===== config.mk =====
export PLATFORM = sky130hd
export DESIGN_NAME = decoder_pipe_flat
export DESIGN_NICKNAME = d
export VERILOG_FILES = /design/src/rtl/decoder_pipe_pkg.sv /design/src/rtl/decoder_pipe_if.sv /design/src/rtl/decoder_pipe_onehot_dec.sv /design/src/rtl/decoder_pipe.sv /design/src/flat_wrapper.sv
export SDC_FILE = /design/constraint.sdc
export NUM_CORES = 1
export LEC_CHECK = 0
export ABC_CLOCK_PERIOD_IN_PS = 1650
export BUFFER_PORTS_ARGS = -buffer_cell sky130_fd_sc_hd__buf_4
export CAP_MARGIN = 5
export CORE_ASPECT_RATIO = 1.5
export CORE_MARGIN = 2
export CORE_UTILIZATION = 54
export DETAILED_ROUTE_END_ITERATION = 10
export HOLD_SLACK_MARGIN = 0.02
export PLACE_DENSITY_LB_ADDON = 0.08
export SLEW_MARGIN = 20
export SYNTH_ARGS = -nofsm -noshare
export SYNTH_HDL_FRONTEND = slang
export SYNTH_HIERARCHICAL = 1
export SYNTH_SLANG_ARGS = --single-unit

===== constraint.sdc =====
create_clock -name clk -period 1.65 [get_ports clk]
set_input_delay 0.4125 -clock clk [delete_from_list [all_inputs] [get_ports clk]]
set_output_delay 0.4125 -clock clk [all_outputs]
set_load 0.05 [all_outputs]

===== src/rtl/decoder_pipe_pkg.sv =====
// rtl/decoder_pipe_pkg.sv - shared defaults and occupancy state type for decoder_pipe
// Package dec_pkg: default select/output widths and the storage occupancy enum.
package dec_pkg;

    localparam int DEC_SEL_W_DEF   = 3;
    localparam int DEC_NUM_OUT_DEF = 8;

    // Occupancy of the output storage: nothing, main reg only, main + skid.
    typedef enum logic [1:0] {
        DEC_EMPTY = 2'd0,
        DEC_ONE   = 2'd1,
        DEC_FULL  = 2'd2
    } dec_occ_e;

endpackage


===== src/rtl/decoder_pipe_if.sv =====
// rtl/decoder_pipe_if.sv - valid/ready bundle between upstream, decoder_pipe and downstream
// Signals: in_valid/in_ready/in_sel/in_en (input beat), out_valid/out_ready/out_onehot
// (output beat), out_err only when DEC_RANGE_CHK_EN is defined.
// Modports: master = the environment around the decoder, slave = decoder_pipe.
interface decoder_pipe_if
    import dec_pkg::*;
#(
    parameter int SEL_W   = DEC_SEL_W_DEF,
    parameter int NUM_OUT = DEC_NUM_OUT_DEF
);

    logic               in_valid;
    logic               in_ready;
    logic [SEL_W-1:0]   in_sel;
    logic               in_en;
    logic               out_valid;
    logic               out_ready;
    logic [NUM_OUT-1:0] out_onehot;
`ifdef DEC_RANGE_CHK_EN
    logic               out_err;
`endif

    modport master (
        output in_valid, in_sel, in_en, out_ready,
        input  in_ready, out_valid, out_onehot
`ifdef DEC_RANGE_CHK_EN
        , input out_err
`endif
    );

    modport slave (
        input  in_valid, in_sel, in_en, out_ready,
        output in_ready, out_valid, out_onehot
`ifdef DEC_RANGE_CHK_EN
        , output out_err
`endif
    );

endinterface


===== src/rtl/decoder_pipe_onehot_dec.sv =====
// rtl/decoder_pipe_onehot_dec.sv - combinational SEL_W-to-NUM_OUT one-hot decoder
// Ports: sel (index), en (enable) -> onehot (NUM_OUT bits, zero when disabled or
// out of range), err (only with DEC_RANGE_CHK_EN: en and sel >= NUM_OUT).
module onehot_dec #(
    parameter int SEL_W   = 3,
    parameter int NUM_OUT = 8
) (
    input  logic [SEL_W-1:0]   sel,
    input  logic               en,
    output logic [NUM_OUT-1:0] onehot
`ifdef DEC_RANGE_CHK_EN
    ,
    output logic               err
`endif
);

    // Indices at or above NUM_OUT match no bit, so out-of-range selects give zero.
    always_comb begin
        onehot = '0;
        for (int i = 0; i < NUM_OUT; i++) begin
            onehot[i] = en && (sel == SEL_W'(i));
        end
    end

`ifdef DEC_RANGE_CHK_EN
    // When NUM_OUT covers the whole select space no index can be out of range.
    if (NUM_OUT < (1 << SEL_W)) begin : g_range_chk
        assign err = en && ({1'b0, sel} >= (SEL_W + 1)'(NUM_OUT));
    end else begin : g_no_range_chk
        assign err = 1'b0;
    end
`endif

endmodule


===== src/rtl/decoder_pipe.sv =====
// rtl/decoder_pipe.sv - one-hot decoder with registered valid/ready output and 1-entry skid
// Ports: clk, rst_n (synchronous, active low), bus (decoder_pipe_if.slave).
// Optional feature macro: DEC_RANGE_CHK_EN adds out_err, carried alongside each beat.
module decoder_pipe
    import dec_pkg::*;
#(
    parameter int SEL_W   = DEC_SEL_W_DEF,
    parameter int NUM_OUT = DEC_NUM_OUT_DEF
) (
    input  logic           clk,
    input  logic           rst_n,
    decoder_pipe_if.slave  bus
);

    // A stored entry is the one-hot word, plus the error flag on top when enabled.
`ifdef DEC_RANGE_CHK_EN
    localparam int ENT_W = NUM_OUT + 1;
`else
    localparam int ENT_W = NUM_OUT;
`endif

    dec_occ_e           state_q, state_d;
    logic [ENT_W-1:0]   main_q, main_d;
    logic [ENT_W-1:0]   skid_q, skid_d;
    logic               in_ready_q, in_ready_d;

    logic [NUM_OUT-1:0] dec_onehot;
    logic [ENT_W-1:0]   dec_ent;
    logic               accept;
    logic               drain;
    logic               out_valid;

    onehot_dec #(
        .SEL_W   (SEL_W),
        .NUM_OUT (NUM_OUT)
    ) u_dec (
        .sel    (bus.in_sel),
        .en     (bus.in_en),
        .onehot (dec_onehot)
`ifdef DEC_RANGE_CHK_EN
        ,
        .err    (dec_ent[NUM_OUT])
`endif
    );

    assign dec_ent[NUM_OUT-1:0] = dec_onehot;

    assign out_valid = (state_q != DEC_EMPTY);
    assign accept    = bus.in_valid && in_ready_q;
    assign drain     = out_valid && bus.out_ready;

    always_comb begin
        state_d = state_q;
        main_d  = main_q;
        skid_d  = skid_q;
        unique case (state_q)
            DEC_EMPTY: begin
                if (accept) begin
                    main_d  = dec_ent;
                    state_d = DEC_ONE;
                end
            end
            DEC_ONE: begin
                if (accept && drain) begin
                    main_d  = dec_ent;
                end else if (accept) begin
                    skid_d  = dec_ent;
                    state_d = DEC_FULL;
                end else if (drain) begin
                    // Clear so the outputs read zero while nothing is valid.
                    main_d  = '0;
                    state_d = DEC_EMPTY;
                end
            end
            DEC_FULL: begin
                // in_ready_q is low here, so no beat can arrive this cycle.
                if (drain) begin
                    main_d  = skid_q;
                    state_d = DEC_ONE;
                end
            end
            default: begin
                main_d  = '0;
                skid_d  = '0;
                state_d = DEC_EMPTY;
            end
        endcase
        // Registered ready: look ahead one cycle so it drops as the skid fills.
        in_ready_d = (state_d != DEC_FULL);
    end

    always_ff @(posedge clk) begin
        if (!rst_n) begin
            state_q    <= DEC_EMPTY;
            main_q     <= '0;
            skid_q     <= '0;
            in_ready_q <= 1'b1;
        end else begin
            state_q    <= state_d;
            main_q     <= main_d;
            skid_q     <= skid_d;
            in_ready_q <= in_ready_d;
        end
    end

    assign bus.in_ready   = in_ready_q;
    assign bus.out_valid  = out_valid;
    assign bus.out_onehot = main_q[NUM_OUT-1:0];
`ifdef DEC_RANGE_CHK_EN
    assign bus.out_err    = main_q[NUM_OUT];
`endif

endmodule


===== src/flat_wrapper.sv =====
// flat-port wrapper written by rule: the top's interface ports become plain ports
module decoder_pipe_flat import dec_pkg::*;
#(
    parameter int SEL_W   = DEC_SEL_W_DEF,
    parameter int NUM_OUT = DEC_NUM_OUT_DEF
)
  (clk, rst_n, bus_in_valid, bus_in_sel, bus_in_en, bus_out_ready, bus_in_ready, bus_out_valid, bus_out_onehot);
  decoder_pipe_if #(.SEL_W(SEL_W), .NUM_OUT(NUM_OUT)) bus_i ();
  input  logic clk;
  input  logic rst_n;
  input wire logic [$bits(bus_i.in_valid)-1:0] bus_in_valid;
  input wire logic [$bits(bus_i.in_sel)-1:0] bus_in_sel;
  input wire logic [$bits(bus_i.in_en)-1:0] bus_in_en;
  input wire logic [$bits(bus_i.out_ready)-1:0] bus_out_ready;
  output wire logic [$bits(bus_i.in_ready)-1:0] bus_in_ready;
  output wire logic [$bits(bus_i.out_valid)-1:0] bus_out_valid;
  output wire logic [$bits(bus_i.out_onehot)-1:0] bus_out_onehot;
  assign bus_i.in_valid = bus_in_valid;
  assign bus_i.in_sel = bus_in_sel;
  assign bus_i.in_en = bus_in_en;
  assign bus_i.out_ready = bus_out_ready;
  assign bus_in_ready = bus_i.in_ready;
  assign bus_out_valid = bus_i.out_valid;
  assign bus_out_onehot = bus_i.out_onehot;
  decoder_pipe #(.SEL_W(SEL_W), .NUM_OUT(NUM_OUT)) u_core (.clk(clk), .rst_n(rst_n), .bus(bus_i));
endmodule

==> results.yml, run 1 <==
grt:
  grt_pass1_vias: 852
  gr-usage-all-layers_pct: 22.84
  antenna_found_initial: 0
  gr-total-overflow: 0
  grt_max_degree: 19
  grt_pass1_wl_um: 3732
final_layout:
  regArea_sq_um: 385.4
  diodes: 0
  drive_gt1_share_pct: 27.56
  num-fill-cells: 157
  final_nets: 136
  multi_input_area_sq_um: 623.1
  final_cells: 148
  area_delta_synth_final_pct: 15.40
sta:
  min_period_ns: 1.590
  worst_slew_pin_slew_ns: 0.4201
  setup-tns-final_ns: 0
  setup_viol: 0
  hold_viol: 0
  relSlewSlack_pct: 71.99
  finalMaxSlewViolations: 0
  skew_ns: 0.005335
  grt_setup_unrepaired: "no"
  fmax_mhz: 628.9
  fin_crit_sh_pct: 96.37
synth:
  yosysSeqAreaShare_pct: 35.47
  ys_ff_latch: 19
  yosys-mux-area-fraction_pct: 8.401
  synthAdderAreaFrac_pct: 0
  synth_top_area_cell: "dfxtp_1"
  syn_area_sq_mm: 0.001072
  synth_compound_area_share_pct: 22.40
  ys_warn_count: 6
  ys.flop_type: "dfxtp_1"
  syn_inst: 109
  synth_top_family_by_area: "simple AND/OR/NAND/NOR gates"
  synth_nets: 117
  syn_area_per_cell_sq_um: 9.837
  synth-simple-area-share_pct: 27.30
  synth-xor-area-share_pct: 0
  synthArstFlopShare_pct: 0
  synth_area_leaders: "dfxtp_1 (35%), a22oi_1 (11%), nor2b_1 (9.3%)"
  synth_cell_types: 35
  synth_edf_count: 0
  synth_top_area_share_pct: 35.47
power_and_ir_drop:
  vdd_drop_max_mv: 0.7002
  power.share.switching_pct: 28.93
  p_int_w: 0.0006334
  power_leakage_nw: 0.4365
  comb_power_share_pct: 20.4
  p_clk_share_pct: 25.9
  powerDensity_mw_per_mm2: 720.2
  power_frac_seq_pct: 53.7
  p_sw_w: 0.0002579
routing:
  met2WireLength_um: 1198
  wl_met1_um: 1028
  wl_per_cell_um: 15.68
  met3_length_um: 77
  firstDrtPassIters: 6
  highest_layer: "met4"
  drtIter0Drc: 26
  routed_via_density: 6.068
  drc: 0
  drt-total-wl_um: 2320
  vias: 898
  antenna_left: 0
place:
  portBuffers: 17
  dp.cells: 144
  hpwl_um: 1688
  place.gp.congestion: 0.8210
clocking:
  numCtsBuffers: 3
  htreeDepth: 1
  clkSlewWorstSetupHoldPaths_ns: 0.10
  clk_path_buf_depth: 2
  tritoncts_num_sinks: 19
  cts_root_buf: "clkbuf_4"
  cts_tree: "done"
  post-cts-setup-buffer-count: 0
  clock_latency_ns: 0.29
worst_hold_path:
  min_to: "u_core/state_q[0]$_SDFF_PN0_"
  min_from: "rst_n"
  hold_depth: 2
  hold_path.class: "in2reg"
floorplanning:
  die_area_sq_mm: 0.002366
  die_x_um: 40.39
  die_h_um: 58.58
  num_rows: 19
  core_sq_mm: 0.001854
  num_io_pins: 18
  initial_core_util_pct: 57.83
run_status:
  outcome: "finished clean"
setup_path:
  worstSetupStartpointType: "register"
  reg2reg_slack_ns: 0.26
  critPathKind: "reg2out"
  path_cells: "or2_1, buf_4"
  crit_required_ns: 1.24
  cp_slowest_stage_delay_ns: 0.39
  slowest_stage: "dfxtp_4"
  crit_fanout: 10
  end_kind: "output pin"
  reg2reg_depth: 4
  worstPathArrival_ns: 1.18
  r2r-start: "u_core/bus.in_ready$_SDFF_PN1_"
  r2r-end: "u_core/skid_q[2]$_SDFFE_PN0P_"
job:
  cap_viol_max_count: 0
-- power groups by stage --
stage                     logic (W)  clock network (W)  registers (W)
after floorplan            0.000116                  0       0.000499
after global placement     0.000177                  0       0.000488
after CTS                  0.000180           0.000239       0.000479
after global routing       0.000197           0.000256       0.000481
after detailed placement   0.000180                  0       0.000489
final                      0.000181           0.000231       0.000479
-- synth_stat cells (all sizes together) (2+ instances only) --
| master | number |
|---|---|
| clkbuf | 2 |
| inv | 9 |
| o21ai | 2 |
| buf | 3 |
| and4bb | 3 |
| a22oi | 16 |
| nand3b | 3 |
| dfxtp | 19 |
| and4b | 3 |
| mux2i | 9 |
| and3b | 2 |
| nor2b | 16 |
| o22ai | 8 |
-- state kept, by name (all words and copies together) (netlist names) --
signal and cells:
u_core/state_q 2, u_core/bus.in_ready 1, u_core/bus.out_onehot 8, u_core/skid_q 8
-- cell type report --
class	count	share of cell area, %
clock buffer	4	2.123
inverter	9	2.730
multi-input combinational	76	50.35
sequential	19	31.14
tap	21	2.123
timing repair buffer	19	11.53
-- cell families (layout without fill, tap and decap cells) --
logic type / after synthesis / in the layout
multiplexers: 9 / 9
flip-flops: 19 / 19
buffers and inverters: 14 / 32
AO/OA/AOI/OAI: 31 / 31
AND/OR/NAND/NOR: 36 / 36
-- metal layers --
metal	track usage [%]	vias to the layer above
li1	-	448
met1	29.47	426
met2	37.64	22
met3	2.264	2
met4	8.571	0
met5	0	-
-- cells in the final DEF (no fill, tap or decap), types with 2 or more instances in the layout --
| cell type | Yosys | final |
|---|---|---|
| nand3b_1 | 3 | 3 |
| buf_4 | 1 | 19 |
| nor2b_1 | 16 | 16 |
| and3b_1 | 2 | 2 |
| a22oi_1 | 16 | 16 |
| o22ai_1 | 7 | 7 |
| dfxtp_1 | 19 | 17 |
| mux2i_1 | 9 | 9 |
| and4b_2 | 2 | 2 |
| inv_1 | 8 | 8 |
| clkbuf_4 | 1 | 3 |
| and4bb_1 | 2 | 2 |
-- worst max path at each step --
stage,to,start,cells after the start,slack [ns]
2_1_floorplan,u_core/skid_q[0]$_SDFFE_PN0P_,u_core/bus.in_ready$_SDFF_PN1_,4,0.1
3_3_place_gp,u_core/bus.out_onehot[0]$_SDFFE_PN0P_,bus_in_sel[2],6,0.20
3_5_place_dp,u_core/skid_q[1]$_SDFFE_PN0P_,bus_out_ready,5,0.19
4_1_cts,bus_out_valid,u_core/state_q[0]$_SDFF_PN0_,2,0.04
5_1_grt,bus_out_valid,u_core/state_q[0]$_SDFF_PN0_,2,0.01
6_report,bus_out_valid,u_core/state_q[0]$_SDFF_PN0_,2,0.06
-- worst max-delay path: cells and delay by family (launching register included) --
kind                   cells  cell delay (ns)
buffers and inverters      1             0.21
AND/OR/NAND/NOR            1             0.29
flip-flops                 1             0.39
-- timing repair --
item	CTS	global route
resized for setup	2	1
endpoints found under the setup margin	1	1
cloned	0	0
hold buffers	0	0
-- through the flow --
step | instance area [sq um] | util (%) | hold WS (ns) | total power, W | worst slack, ns
global route | 1237 | 66.73 | 0.4398 | 0.0009341 | 0.01100
detailed placement | 1206 | 65.05 | 0.5142 | 0.0006690 | 0.1927
global placement | 1206 | 65.05 | 0.5028 | 0.0006648 | 0.1965
finish | 1237 | 66.73 | 0.4509 | 0.0008912 | 0.05994
CTS | 1235 | 66.60 | 0.4355 | 0.0008987 | 0.04282
floorplan | 1072 | - | 0.4876 | 0.0006150 | 0.09642
Note: power is estimated with default switching activity, not from simulation.
==> run 2: changes to the inputs <==
--- a/config.mk
+++ b/config.mk
@@ -5,13 +5,14 @@
 export SDC_FILE = /design/constraint.sdc
 export NUM_CORES = 1
 export LEC_CHECK = 0
-export ABC_CLOCK_PERIOD_IN_PS = 1650
+export ABC_CLOCK_PERIOD_IN_PS = 1800
 export BUFFER_PORTS_ARGS = -buffer_cell sky130_fd_sc_hd__buf_4
 export CAP_MARGIN = 5
 export CORE_ASPECT_RATIO = 1.5
 export CORE_MARGIN = 2
 export CORE_UTILIZATION = 54
 export DETAILED_ROUTE_END_ITERATION = 10
+export GPL_ROUTABILITY_DRIVEN = 1
 export HOLD_SLACK_MARGIN = 0.02
 export PLACE_DENSITY_LB_ADDON = 0.08
 export SLEW_MARGIN = 20
==> constraint.sdc (replaced) <==
create_clock -name clk -period 1.8 [get_ports clk]
set_input_delay 0.45 -clock clk [delete_from_list [all_inputs] [get_ports clk]]
set_output_delay 0.45 -clock clk [all_outputs]
set_load 0.05 [all_outputs]
==> run 2 against run 1 <==
Power shrank 9.1%; global-route usage down 2.1 points; die area stayed put; clock power fell by 11%; via count down 0.67%; combinational power is 9% lower; final cell count unchanged; non-clock buffer count stayed put; hold slack better by 0.018 ns; cell area is 0.20% lower; clock skew up 0.00062 ns; highest routed layer unchanged.
==> results.yml, run 2 (synthesis results as in run 1) <==
run_status:
  outcome: "finished clean"
floorplanning:
  core_sq_mm: 0.001854
  die_area_sq_mm: 0.002366
  initial_core_util_pct: 57.83
  num_rows: 19
  die_x_um: 40.39
  die_h_um: 58.58
  num_io_pins: 18
routing:
  routed_via_density: 6.027
  drt-total-wl_um: 2082
  wl_per_cell_um: 14.07
  drtIter0Drc: 18
  antenna_left: 0
  firstDrtPassIters: 4
  drc: 0
  vias: 892
sta:
  finalMaxSlewViolations: 0
  relSlewSlack_pct: 72.56
  hold_viol: 0
  worst_slew_pin_slew_ns: 0.4115
  setup-tns-final_ns: 0
  whs_ns: 0.4685
  grt_setup_unrepaired: "no"
  skew_ns: 0.005953
  fin_crit_sh_pct: 92.73
  setup_viol: 0
  fmax_mhz: 599.1
  min_period_ns: 1.669
grt:
  gr-usage-all-layers_pct: 20.70
  grt_max_degree: 19
  grt_pass1_wl_um: 3450
  antenna_found_initial: 0
  gr-total-overflow: 0
  grt_pass1_vias: 819
clocking:
  tritoncts_num_sinks: 19
  clock_latency_ns: 0.29
  htreeDepth: 1
  clk_path_buf_depth: 2
  clkSlewWorstSetupHoldPaths_ns: 0.11
  numCtsBuffers: 3
  cts_root_buf: "clkbuf_4"
  cts_tree: "done"
  post-cts-setup-buffer-count: 0
final_layout:
  multi_input_area_sq_um: 623.1
  most-common-layout-cells: "buf_4 (19), dfxtp_1 (18), a22oi_1 (16), nor2b_1 (16), mux2i_1 (9)"
  regArea_sq_um: 381.6
  final_cells: 148
  num-fill-cells: 160
  final_nets: 136
  diodes: 0
  area_delta_synth_final_pct: 15.17
  drive_gt1_share_pct: 27.56
  layout.cells.most_common: "buf_4"
worst_hold_path:
  hold_path.class: "in2reg"
  hold_depth: 2
power_and_ir_drop:
  vdd_drop_max_mv: 0.3893
  total_power_w: 0.0008100
  p_int_w: 0.0005770
  powerDensity_mw_per_mm2: 655.9
  p_clk_share_pct: 25.4
  p_sw_w: 0.0002330
  comb_power_share_pct: 20.4
  power_frac_seq_pct: 54.2
  power.share.switching_pct: 28.77
  power_leakage_nw: 0.4384
setup_path:
  crit_required_ns: 1.35
  critPathKind: "reg2out"
  worstPathArrival_ns: 1.22
  path_cells: "or2_1, buf_4"
  worstSetupPathDepth: 2
  reg2reg_depth: 4
  crit_family: "flip-flops"
  crit_fanout: 10
  worstSetupStartpointType: "register"
  cp_slowest_stage_delay_ns: 0.49
  slowest_stage: "dfxtp_1"
  cp_num_buf_inv: 1
  end_kind: "output pin"
place:
  place.gp.congestion: 0.7472
  dp.cells: 144
  portBuffers: 17
  hpwl_um: 1549
job:
  cap_viol_max_count: 0
run 2: cell count changes in the layout (fill, tap and decap cells not counted):
cell	change
clkinv_2	+1
dfxtp_1	+1
clkbuf_1	-1
dfxtp_4	-1
run 2: power by group through the flow:
| stage | Combinational (W) | Clock [W] | Sequential, W |
|---|---|---|---|
| floorplan | 0.000107 | 0 | 0.000457 |
| global placement | 0.000162 | 0 | 0.000448 |
| detailed placement | 0.000165 | 0 | 0.000448 |
| CTS | 0.000165 | 0.000212 | 0.000439 |
| global route | 0.000179 | 0.000229 | 0.000441 |
| finish | 0.000165 | 0.000206 | 0.000439 |
run 2: worst reg2reg max path: cells and delay by family (launching register included):
family | cells | cell delay, ns
compound gates | 2 | 0.50
simple gates | 2 | 0.38
flops | 1 | 0.49
run 2: final timing paths:
path,slack (ns),endpoint,from
max reg2reg,0.38,u_core/bus.out_onehot[3]$_SDFFE_PN0P_,u_core/state_q[1]$_SDFF_PN0_
max,0.13,bus_out_valid,u_core/state_q[1]$_SDFF_PN0_
min,0.47,u_core/state_q[0]$_SDFF_PN0_,rst_n
min reg2reg,0.54,u_core/skid_q[3]$_SDFFE_PN0P_,u_core/skid_q[3]$_SDFFE_PN0P_
run 2: area by class of cell:
| cell class | count | share of cell area, % |
|---|---|---|
| Timing Repair Buffer | 19 | 11.55 |
| Inverter | 9 | 2.736 |
| Clock inverter | 1 | 0.4053 |
| Tap cell | 21 | 2.128 |
| Sequential cell | 19 | 30.90 |
| Multi-Input combinational cell | 76 | 50.46 |
| Clock buffer | 3 | 1.824 |
run 2: timing repair:
| action | 4_1_cts | 5_1_grt |
|---|---|---|
| gates resized for setup | 0 | 1 |
| endpoints found under the setup margin | 0 | 1 |
| hold endpoints to repair | 0 | 0 |
| hold buffers | 0 | 0 |
run 2: layer usage:
layer | routed length (um) | GRT usage (%) | vias to the layer above
li1 | - | - | 444
met1 | 914 | 26.75 | 429
met2 | 1081 | 33.56 | 17
met3 | 69 | 2.264 | 2
met4 | 17 | 8.571 | 0
met5 | 0 | 0 | -
run 2: per-stage QoR:
step | worst slack (ns) | utilization [%] | instance area, sq um
after floorplan | 0.2464 | - | 1072
after global placement | 0.3311 | 65.05 | 1206
after detailed placement | 0.2891 | 65.05 | 1206
after CTS | 0.02489 | 66.53 | 1234
after global routing | 0.06198 | 66.60 | 1235
final | 0.1309 | 66.60 | 1235
